[src/rtl/riscv_exec_unit.sv]
// RV32I/RV64I integer execute stage with optional M-extension.
// Single-cycle ALU/multiply results; divide/remainder via a restoring divider (one quotient bit per cycle).
module riscv_exec_unit #(
   parameter int XLEN     = 32,
   parameter int ENABLE_M = 1
) (
   input  logic            clk,
   input  logic            rst_n,
   input  logic            in_valid,
   output logic            in_ready,
   input  logic [6:0]      opcode,
   input  logic [2:0]      funct3,
   input  logic [6:0]      funct7,
   input  logic [XLEN-1:0] imm,
   input  logic [XLEN-1:0] pc,
   input  logic [XLEN-1:0] rs1,
   input  logic [XLEN-1:0] rs2,
   input  logic [4:0]      rd_addr,
   output logic            out_valid,
   input  logic            out_ready,
   output logic [4:0]      out_rd_addr,
   output logic            out_rd_we,
   output logic [XLEN-1:0] out_rd,
   output logic            out_illegal
);

   localparam int SHW = $clog2(XLEN);
   localparam int CW  = SHW + 1;

   localparam logic [6:0] OPC_LUI    = 7'b0110111;
   localparam logic [6:0] OPC_AUIPC  = 7'b0010111;
   localparam logic [6:0] OPC_OP_IMM = 7'b0010011;
   localparam logic [6:0] OPC_OP     = 7'b0110011;

   localparam logic [6:0] F7_BASE = 7'b0000000;
   localparam logic [6:0] F7_ALT  = 7'b0100000;
   localparam logic [6:0] F7_MULDIV = 7'b0000001;

   typedef enum logic {IDLE, MULDIV} state_t;

   state_t          state_reg;

   logic [XLEN-1:0] div_quo_reg;
   logic [XLEN-1:0] div_rem_reg;
   logic [XLEN-1:0] div_divisor_reg;
   logic [XLEN-1:0] div_rs1_reg;
   logic [CW-1:0]   div_count_reg;
   logic            div_neg_q_reg;
   logic            div_neg_r_reg;
   logic            div_zero_reg;
   logic            div_is_rem_reg;
   logic            div_we_reg;

   // ------------------------------------------------------------------
   // Single-cycle datapath
   // ------------------------------------------------------------------
   logic [XLEN-1:0] operand_b;
   logic [SHW-1:0]  shamt;
   logic [XLEN-1:0] add_res;
   logic [XLEN-1:0] sub_res;
   logic [XLEN-1:0] sll_res;
   logic [XLEN-1:0] srl_res;
   logic [XLEN-1:0] sra_res;
   logic [XLEN-1:0] slt_res;
   logic [XLEN-1:0] sltu_res;
   logic [XLEN-1:0] mul_result;

   assign operand_b = (opcode == OPC_OP_IMM) ? imm : rs2;
   assign shamt     = operand_b[SHW-1:0];
   assign add_res   = rs1 + operand_b;
   assign sub_res   = rs1 - rs2;
   assign sll_res   = rs1 << shamt;
   assign srl_res   = rs1 >> shamt;
   assign sra_res   = $unsigned($signed(rs1) >>> shamt);
   assign slt_res   = {{(XLEN-1){1'b0}}, ($signed(rs1) < $signed(operand_b))};
   assign sltu_res  = {{(XLEN-1){1'b0}}, (rs1 < operand_b)};

   generate
      if (ENABLE_M != 0) begin : g_mul
         // Operands sign/zero-extended to 2*XLEN: the truncated product is exact for every MUL variant.
         logic            sign_a;
         logic            sign_b;
         logic [2*XLEN-1:0] ext_a;
         logic [2*XLEN-1:0] ext_b;
         logic [2*XLEN-1:0] prod;

         assign sign_a = (funct3[1:0] != 2'b11) && rs1[XLEN-1];
         assign sign_b = (funct3[1:0] == 2'b01) && rs2[XLEN-1];
         assign ext_a  = {{XLEN{sign_a}}, rs1};
         assign ext_b  = {{XLEN{sign_b}}, rs2};
         assign prod   = ext_a * ext_b;
         assign mul_result = (funct3[1:0] == 2'b00) ? prod[XLEN-1:0] : prod[2*XLEN-1:XLEN];
      end else begin : g_no_mul
         assign mul_result = '0;
      end
   endgenerate

   logic [XLEN-1:0] alu_result;
   logic            alu_legal;
   logic            start_div;

   always_comb begin
      alu_result = '0;
      alu_legal  = 1'b0;
      start_div  = 1'b0;
      case (opcode)
         OPC_LUI: begin
            alu_result = imm;
            alu_legal  = 1'b1;
         end
         OPC_AUIPC: begin
            alu_result = pc + imm;
            alu_legal  = 1'b1;
         end
         OPC_OP_IMM: begin
            alu_legal = 1'b1;
            case (funct3)
               3'b000: alu_result = add_res;
               3'b010: alu_result = slt_res;
               3'b011: alu_result = sltu_res;
               3'b100: alu_result = rs1 ^ imm;
               3'b110: alu_result = rs1 | imm;
               3'b111: alu_result = rs1 & imm;
               3'b001: begin
                  alu_result = sll_res;
                  alu_legal  = (imm[11:SHW] == '0);
               end
               default: begin
                  // imm[10] picks arithmetic vs logical right shift
                  alu_result = imm[10] ? sra_res : srl_res;
                  alu_legal  = !imm[11] && (imm[9:SHW] == '0);
               end
            endcase
         end
         OPC_OP: begin
            if (funct7 == F7_BASE) begin
               alu_legal = 1'b1;
               case (funct3)
                  3'b000:  alu_result = add_res;
                  3'b001:  alu_result = sll_res;
                  3'b010:  alu_result = slt_res;
                  3'b011:  alu_result = sltu_res;
                  3'b100:  alu_result = rs1 ^ rs2;
                  3'b101:  alu_result = srl_res;
                  3'b110:  alu_result = rs1 | rs2;
                  default: alu_result = rs1 & rs2;
               endcase
            end else if (funct7 == F7_ALT) begin
               if (funct3 == 3'b000) begin
                  alu_result = sub_res;
                  alu_legal  = 1'b1;
               end else if (funct3 == 3'b101) begin
                  alu_result = sra_res;
                  alu_legal  = 1'b1;
               end
            end else if ((funct7 == F7_MULDIV) && (ENABLE_M != 0)) begin
               alu_legal = 1'b1;
               if (funct3[2]) begin
                  start_div = 1'b1;
               end else begin
                  alu_result = mul_result;
               end
            end
         end
         default: begin
            alu_legal = 1'b0;
         end
      endcase
   end

   // ------------------------------------------------------------------
   // Divider setup: operate on magnitudes, fix signs on the last step
   // ------------------------------------------------------------------
   logic            div_signed;
   logic            rs1_neg;
   logic            rs2_neg;
   logic [XLEN-1:0] rs1_mag;
   logic [XLEN-1:0] rs2_mag;

   assign div_signed = !funct3[0];
   assign rs1_neg    = div_signed && rs1[XLEN-1];
   assign rs2_neg    = div_signed && rs2[XLEN-1];
   assign rs1_mag    = rs1_neg ? (~rs1 + 1'b1) : rs1;
   assign rs2_mag    = rs2_neg ? (~rs2 + 1'b1) : rs2;

   logic [XLEN:0]   rem_shift;
   logic [XLEN:0]   rem_diff;
   logic            q_bit;
   logic [XLEN-1:0] rem_next;
   logic [XLEN-1:0] quo_next;
   logic [XLEN-1:0] quo_final;
   logic [XLEN-1:0] rem_final;

   assign rem_shift = {div_rem_reg, div_quo_reg[XLEN-1]};
   assign rem_diff  = rem_shift - {1'b0, div_divisor_reg};
   assign q_bit     = !rem_diff[XLEN];
   assign rem_next  = q_bit ? rem_diff[XLEN-1:0] : rem_shift[XLEN-1:0];
   assign quo_next  = {div_quo_reg[XLEN-2:0], q_bit};

   always_comb begin
      quo_final = div_neg_q_reg ? (~quo_next + 1'b1) : quo_next;
      rem_final = div_neg_r_reg ? (~rem_next + 1'b1) : rem_next;
      if (div_zero_reg) begin
         quo_final = '1;
         rem_final = div_rs1_reg;
      end
   end

   assign in_ready = (state_reg == IDLE) && (!out_valid || out_ready);

   // ------------------------------------------------------------------
   // Control and output registers
   // ------------------------------------------------------------------
   always_ff @(posedge clk or negedge rst_n) begin
      if (!rst_n) begin
         state_reg       <= IDLE;
         out_valid       <= 1'b0;
         out_rd_addr     <= '0;
         out_rd_we       <= 1'b0;
         out_rd          <= '0;
         out_illegal     <= 1'b0;
         div_quo_reg     <= '0;
         div_rem_reg     <= '0;
         div_divisor_reg <= '0;
         div_rs1_reg     <= '0;
         div_count_reg   <= '0;
         div_neg_q_reg   <= 1'b0;
         div_neg_r_reg   <= 1'b0;
         div_zero_reg    <= 1'b0;
         div_is_rem_reg  <= 1'b0;
         div_we_reg      <= 1'b0;
      end else begin
         case (state_reg)
            IDLE: begin
               if (in_valid && in_ready) begin
                  out_rd_addr <= rd_addr;
                  if (start_div) begin
                     state_reg       <= MULDIV;
                     out_valid       <= 1'b0;
                     div_quo_reg     <= rs1_mag;
                     div_rem_reg     <= '0;
                     div_divisor_reg <= rs2_mag;
                     div_rs1_reg     <= rs1;
                     div_count_reg   <= CW'(XLEN);
                     div_zero_reg    <= (rs2 == '0);
                     div_neg_q_reg   <= (rs1_neg ^ rs2_neg) && (rs2 != '0);
                     div_neg_r_reg   <= rs1_neg;
                     div_is_rem_reg  <= funct3[1];
                     div_we_reg      <= (rd_addr != 5'd0);
                  end else begin
                     out_valid   <= 1'b1;
                     out_illegal <= !alu_legal;
                     out_rd_we   <= alu_legal && (rd_addr != 5'd0);
                     out_rd      <= alu_legal ? alu_result : '0;
                  end
               end else if (out_ready) begin
                  out_valid <= 1'b0;
               end
            end
            MULDIV: begin
               div_quo_reg   <= quo_next;
               div_rem_reg   <= rem_next;
               div_count_reg <= div_count_reg - 1'b1;
               if (div_count_reg == CW'(1)) begin
                  state_reg   <= IDLE;
                  out_valid   <= 1'b1;
                  out_illegal <= 1'b0;
                  out_rd_we   <= div_we_reg;
                  out_rd      <= div_is_rem_reg ? rem_final : quo_final;
               end
            end
            default: state_reg <= IDLE;
         endcase
      end
   end

endmodule

[config.mk]
export PLATFORM = sky130hd
export DESIGN_NAME = riscv_exec_unit
export DESIGN_NICKNAME = d
export VERILOG_FILES = /design/src/rtl/riscv_exec_unit.sv
export SDC_FILE = /design/constraint.sdc
export NUM_CORES = 2
export LEC_CHECK = 0
export ABC_CLOCK_PERIOD_IN_PS = 6250
export BUFFER_PORTS_ARGS = -buffer_cell sky130_fd_sc_hd__buf_2
export CAP_MARGIN = 0
export CORE_MARGIN = 5
export CORE_UTILIZATION = 50
export CTS_CLUSTER_SIZE = 30
export DETAILED_ROUTE_END_ITERATION = 6
export PLACE_DENSITY = 0.77
export SETUP_SLACK_MARGIN = 0.2
export SKIP_LAST_GASP = 1
export SYNTH_ARGS = -nofsm -noshare
export SYNTH_HDL_FRONTEND = slang
export SYNTH_SLANG_ARGS = --single-unit
[constraint.sdc]
create_clock -name clk -period 6.25 [get_ports clk]
set_clock_uncertainty 0.05 [all_clocks]
set_input_delay 0.3125 -clock clk [delete_from_list [all_inputs] [get_ports clk]]
set_output_delay 0.3125 -clock clk [all_outputs]
set_load 0.01 [all_outputs]
==> results.md <==
- Critical path data required time: 6.55 ns
- RSZ-0062 raised after global routing: true
- Row Count: 132
- Largest family of logic cells by synthesized area: adder cells
- Sinks on Clock Net: 180
- Final worst path period share: 1.33
- Placer congestion estimate: roughly 1.1
- Count of unresolved DRC violations after routing: 3
- Final core utilization: 0.616
- Register bit total from synthesis: 180
- Via count of the first global-routing pass: between 60,000 and 70,000
- Clock tree from TritonCTS: done
- Violation count after the first detailed-routing iteration: 9,286
- Critical path fanouts, max: 15
- Reg clk slew, reported paths: roughly 0.07 ns
- Run status: complete, but fails checks
- Synth unique cells: 104
- Drt via density: 6.38
- Number of buffers created by CTS: 17
- Htree depth: 4
- Number of buffer and inverter stages on the critical path: 11
- Sum of routed wire length over all layers: 358,000 um
- Mean area per synthesized cell: 7.96 um2
- Final Max Tran Viols: 2
- Number of top-level pins: around 200
- Layout cells sized above 1: 0.201
- Highest clock frequency the design can meet: 0.120 GHz
- Type of the worst min-delay path: in -> reg
- P&R area growth vs syn: 22.3%
- Worst reg2reg startpoint: div_quo_reg[31]
- Element type at the critical path end: flop
- Core Region: 130,000 um2
- Setup violations, final: 32
- Wire length of the first global-routing pass: 501,000 um
- Dpl cells: 10,700
- Placed Instance Area: ~76,000 um2
- Height of the die: approximately 370 um
- Cell Count, Final, Fillers Out: 10,900
- Remaining number of nets flagged by the antenna check after routing: 0
- Share of synthesized area spent on multiplexers: 0.0253
- Slowest Stage Delay on Critical Path: approximately 0.62 ns
- Placement Setup Slack: -3.09 ns
- Complex-gate fraction of the synthesized area: 0.156
- Number of antenna violations at the first check in global routing: 31
- Area of the die: 138,000 um2
- EDFF count, synth: 0
- Mapped Cells: 8,219
- Routed length per instance: 32.9 um
- Number of max-cap violations: 1
- Violations in the final reports: design-rule violations, max-capacitance violations, max-slew violations, negative setup slack
- Global Route Usage Sum: 0.509
- Critical Path Slowest Stage Cell: sky130_fd_sc_hd__fa_1
- Proportion of synthesized chip area in sequential cells: 0.0688
- Slew at the pin closest to its max-slew limit: 1.52 ns
- Clock Latency Late Sink: 0.48 ns
- Top Family by Delay on Critical Path: adder cells
- Buffer levels on the longest clock path: 2
- Cell area after synthesis: 65,400 um2
- Largest net degree at the start of global routing: 84
- Library cell appearing most often on the critical path: sky130_fd_sc_hd__fa_1
- Net count after synthesis: 10,000
- Horiz. Die Dim: 372 um
- Number of nets in the layout: 10,900
- Worst path arrival time: 8.65 ns
- Router iterations before antenna repair: 7
- Design Area, Final: 80,000 um2
- Start point of the critical path: rs1[9]
- Final hold vios: 0
- Commonest register cell after synthesis: sky130_fd_sc_hd__dfrtp_1
- Remaining global-route overflow: 0
- Simple logic cell fraction of the synthesized area: 0.155
- Proportion of synthesized flip-flops having asynchronous set or reset: 1.00
- Initial core utilization: 0.504
- Xor and xnor fraction of the mapped netlist area: 0.0386
- PortBufs: 194
- Min Clock Period, post-route: 8.34 ns
- Least setup slack across all paths after layout: -2.09 ns
- Number of warning messages in the yosys log: 0
- Hpwl dp: 288,000 um
- Worst Setup Path Type: in -> reg
- Buffer cell driving the clock tree root: sky130_fd_sc_hd__clkbuf_16
- Adder-cell share of the synthesized area: 0.442
- Worst-case headroom to the max-slew limit: -0.0258
- Crit path launch type: primary input
- Routed vias: 69,400
- Min-Delay Startpoint: rd_addr[2]
## final timing paths
kind	end	slack, ns	cells past startpoint
max in group asynchronous	div_rem_reg[10]	4.46	3
min in group asynchronous	out_rd[23]	0.43	2
worst max register to register	out_rd[16]	0.39	21
worst min register to register	div_rs1_reg[10]	0.43	2
worst min-delay path	out_rd_addr[2]	0.04	2
worst max-delay path	out_rd[20]	-2.09	34
## cell families (layout without fill, tap and decap cells)
kind of cell | Yosys count | in the layout
AOI/OAI and AO/OA | 1591 | 1591
xor gates and xnor gates | 286 | 286
adders and majority gates | 1633 | 1633
buffers and inverters | 1969 | 2861
DFF | 180 | 180
muxes | 158 | 158
other | 0 | 29
and+or+nand+nor | 2402 | 2402
## cells in the mapped netlist (48+ instances only)
cell                       count  area, um2
sky130_fd_sc_hd__o211ai_1     52        390
sky130_fd_sc_hd__and3_1       52        325
sky130_fd_sc_hd__dfrtp_1     180       4500
sky130_fd_sc_hd__ha_1        504       6310
sky130_fd_sc_hd__buf_1       103        387
sky130_fd_sc_hd__nor2_1      645       2420
sky130_fd_sc_hd__a31oi_1      69        432
sky130_fd_sc_hd__nand2b_1     48        300
sky130_fd_sc_hd__inv_1      1461       5480
sky130_fd_sc_hd__xnor2_1     207       1810
sky130_fd_sc_hd__fa_1       1129      22600
sky130_fd_sc_hd__o221ai_1     50        438
sky130_fd_sc_hd__nand3_1     112        561
sky130_fd_sc_hd__a211oi_1     49        368
sky130_fd_sc_hd__clkbuf_1    348       1310
sky130_fd_sc_hd__a21oi_1     410       2050
sky130_fd_sc_hd__a22oi_1      49        368
sky130_fd_sc_hd__nor3_1       86        430
sky130_fd_sc_hd__a21o_1       64        480
sky130_fd_sc_hd__mux2i_1     139       1390
sky130_fd_sc_hd__o21ai_0     438       2190
sky130_fd_sc_hd__xor2_1       78        683
sky130_fd_sc_hd__nand2_1    1261       4730
## cell usage in the layout (no fill, tap or decap), drive strengths merged, types with 50 or more instances in the layout
cell type  count
o21ai        449
ha           504
o221ai        50
nand3        113
dfrtp        180
o211ai        52
fa          1129
buf         1340
nand2       1261
mux2i        141
nor3          86
xor2          78
nor2         645
a21oi        411
inv         1469
a211oi        50
a31oi         69
xnor2        208
and3          52
a21o          64
## metal layers
| layer | vias to the layer above | track usage | share of wire |
|---|---|---|---|
| li1 | 28100 | - | - |
| met1 | 34100 | 0.618 | 0.35 |
| met5 | - | 0 | 0.00030 |
| met3 | 1664 | 0.188 | 0.14 |
| met4 | 16 | 0.430 | 0.11 |
| met2 | 5474 | 0.713 | 0.40 |
## final cells by class
cell class                 count  area (um2)
timing repair buffer        1348       11600
timing repair inverter         1        11.3
inverter                    1480        5680
clock inverter                15         171
tap                         1742        2180
multi-input combinational   6070       55400
antenna                       29        72.6
sequential                   180        4510
fill                       11100       49800
clock buffer                  17         425
## through the flow
step / setup TNS [ns] / hold slack, ns
after floorplan: -38.22 / -0.0331
after global routing: -58.35 / 0.0419
after detailed placement: -76.61 / 0.372
after CTS: -47.93 / 0.0287
final: -54.36 / 0.0395
after global placement: -76.77 / 0.365
## repair_timing
action	CTS	global route
setup buffers	97	40
pin swaps	217	146
endpoints found under the hold margin	80	0
resized for setup	413	183
cloned	5	2
hold buffers	1	0
endpoints found under the setup margin	32	32
Power is not shown: default switching activity piles up to over one toggle a cycle in this logic, so the estimate is an artifact.
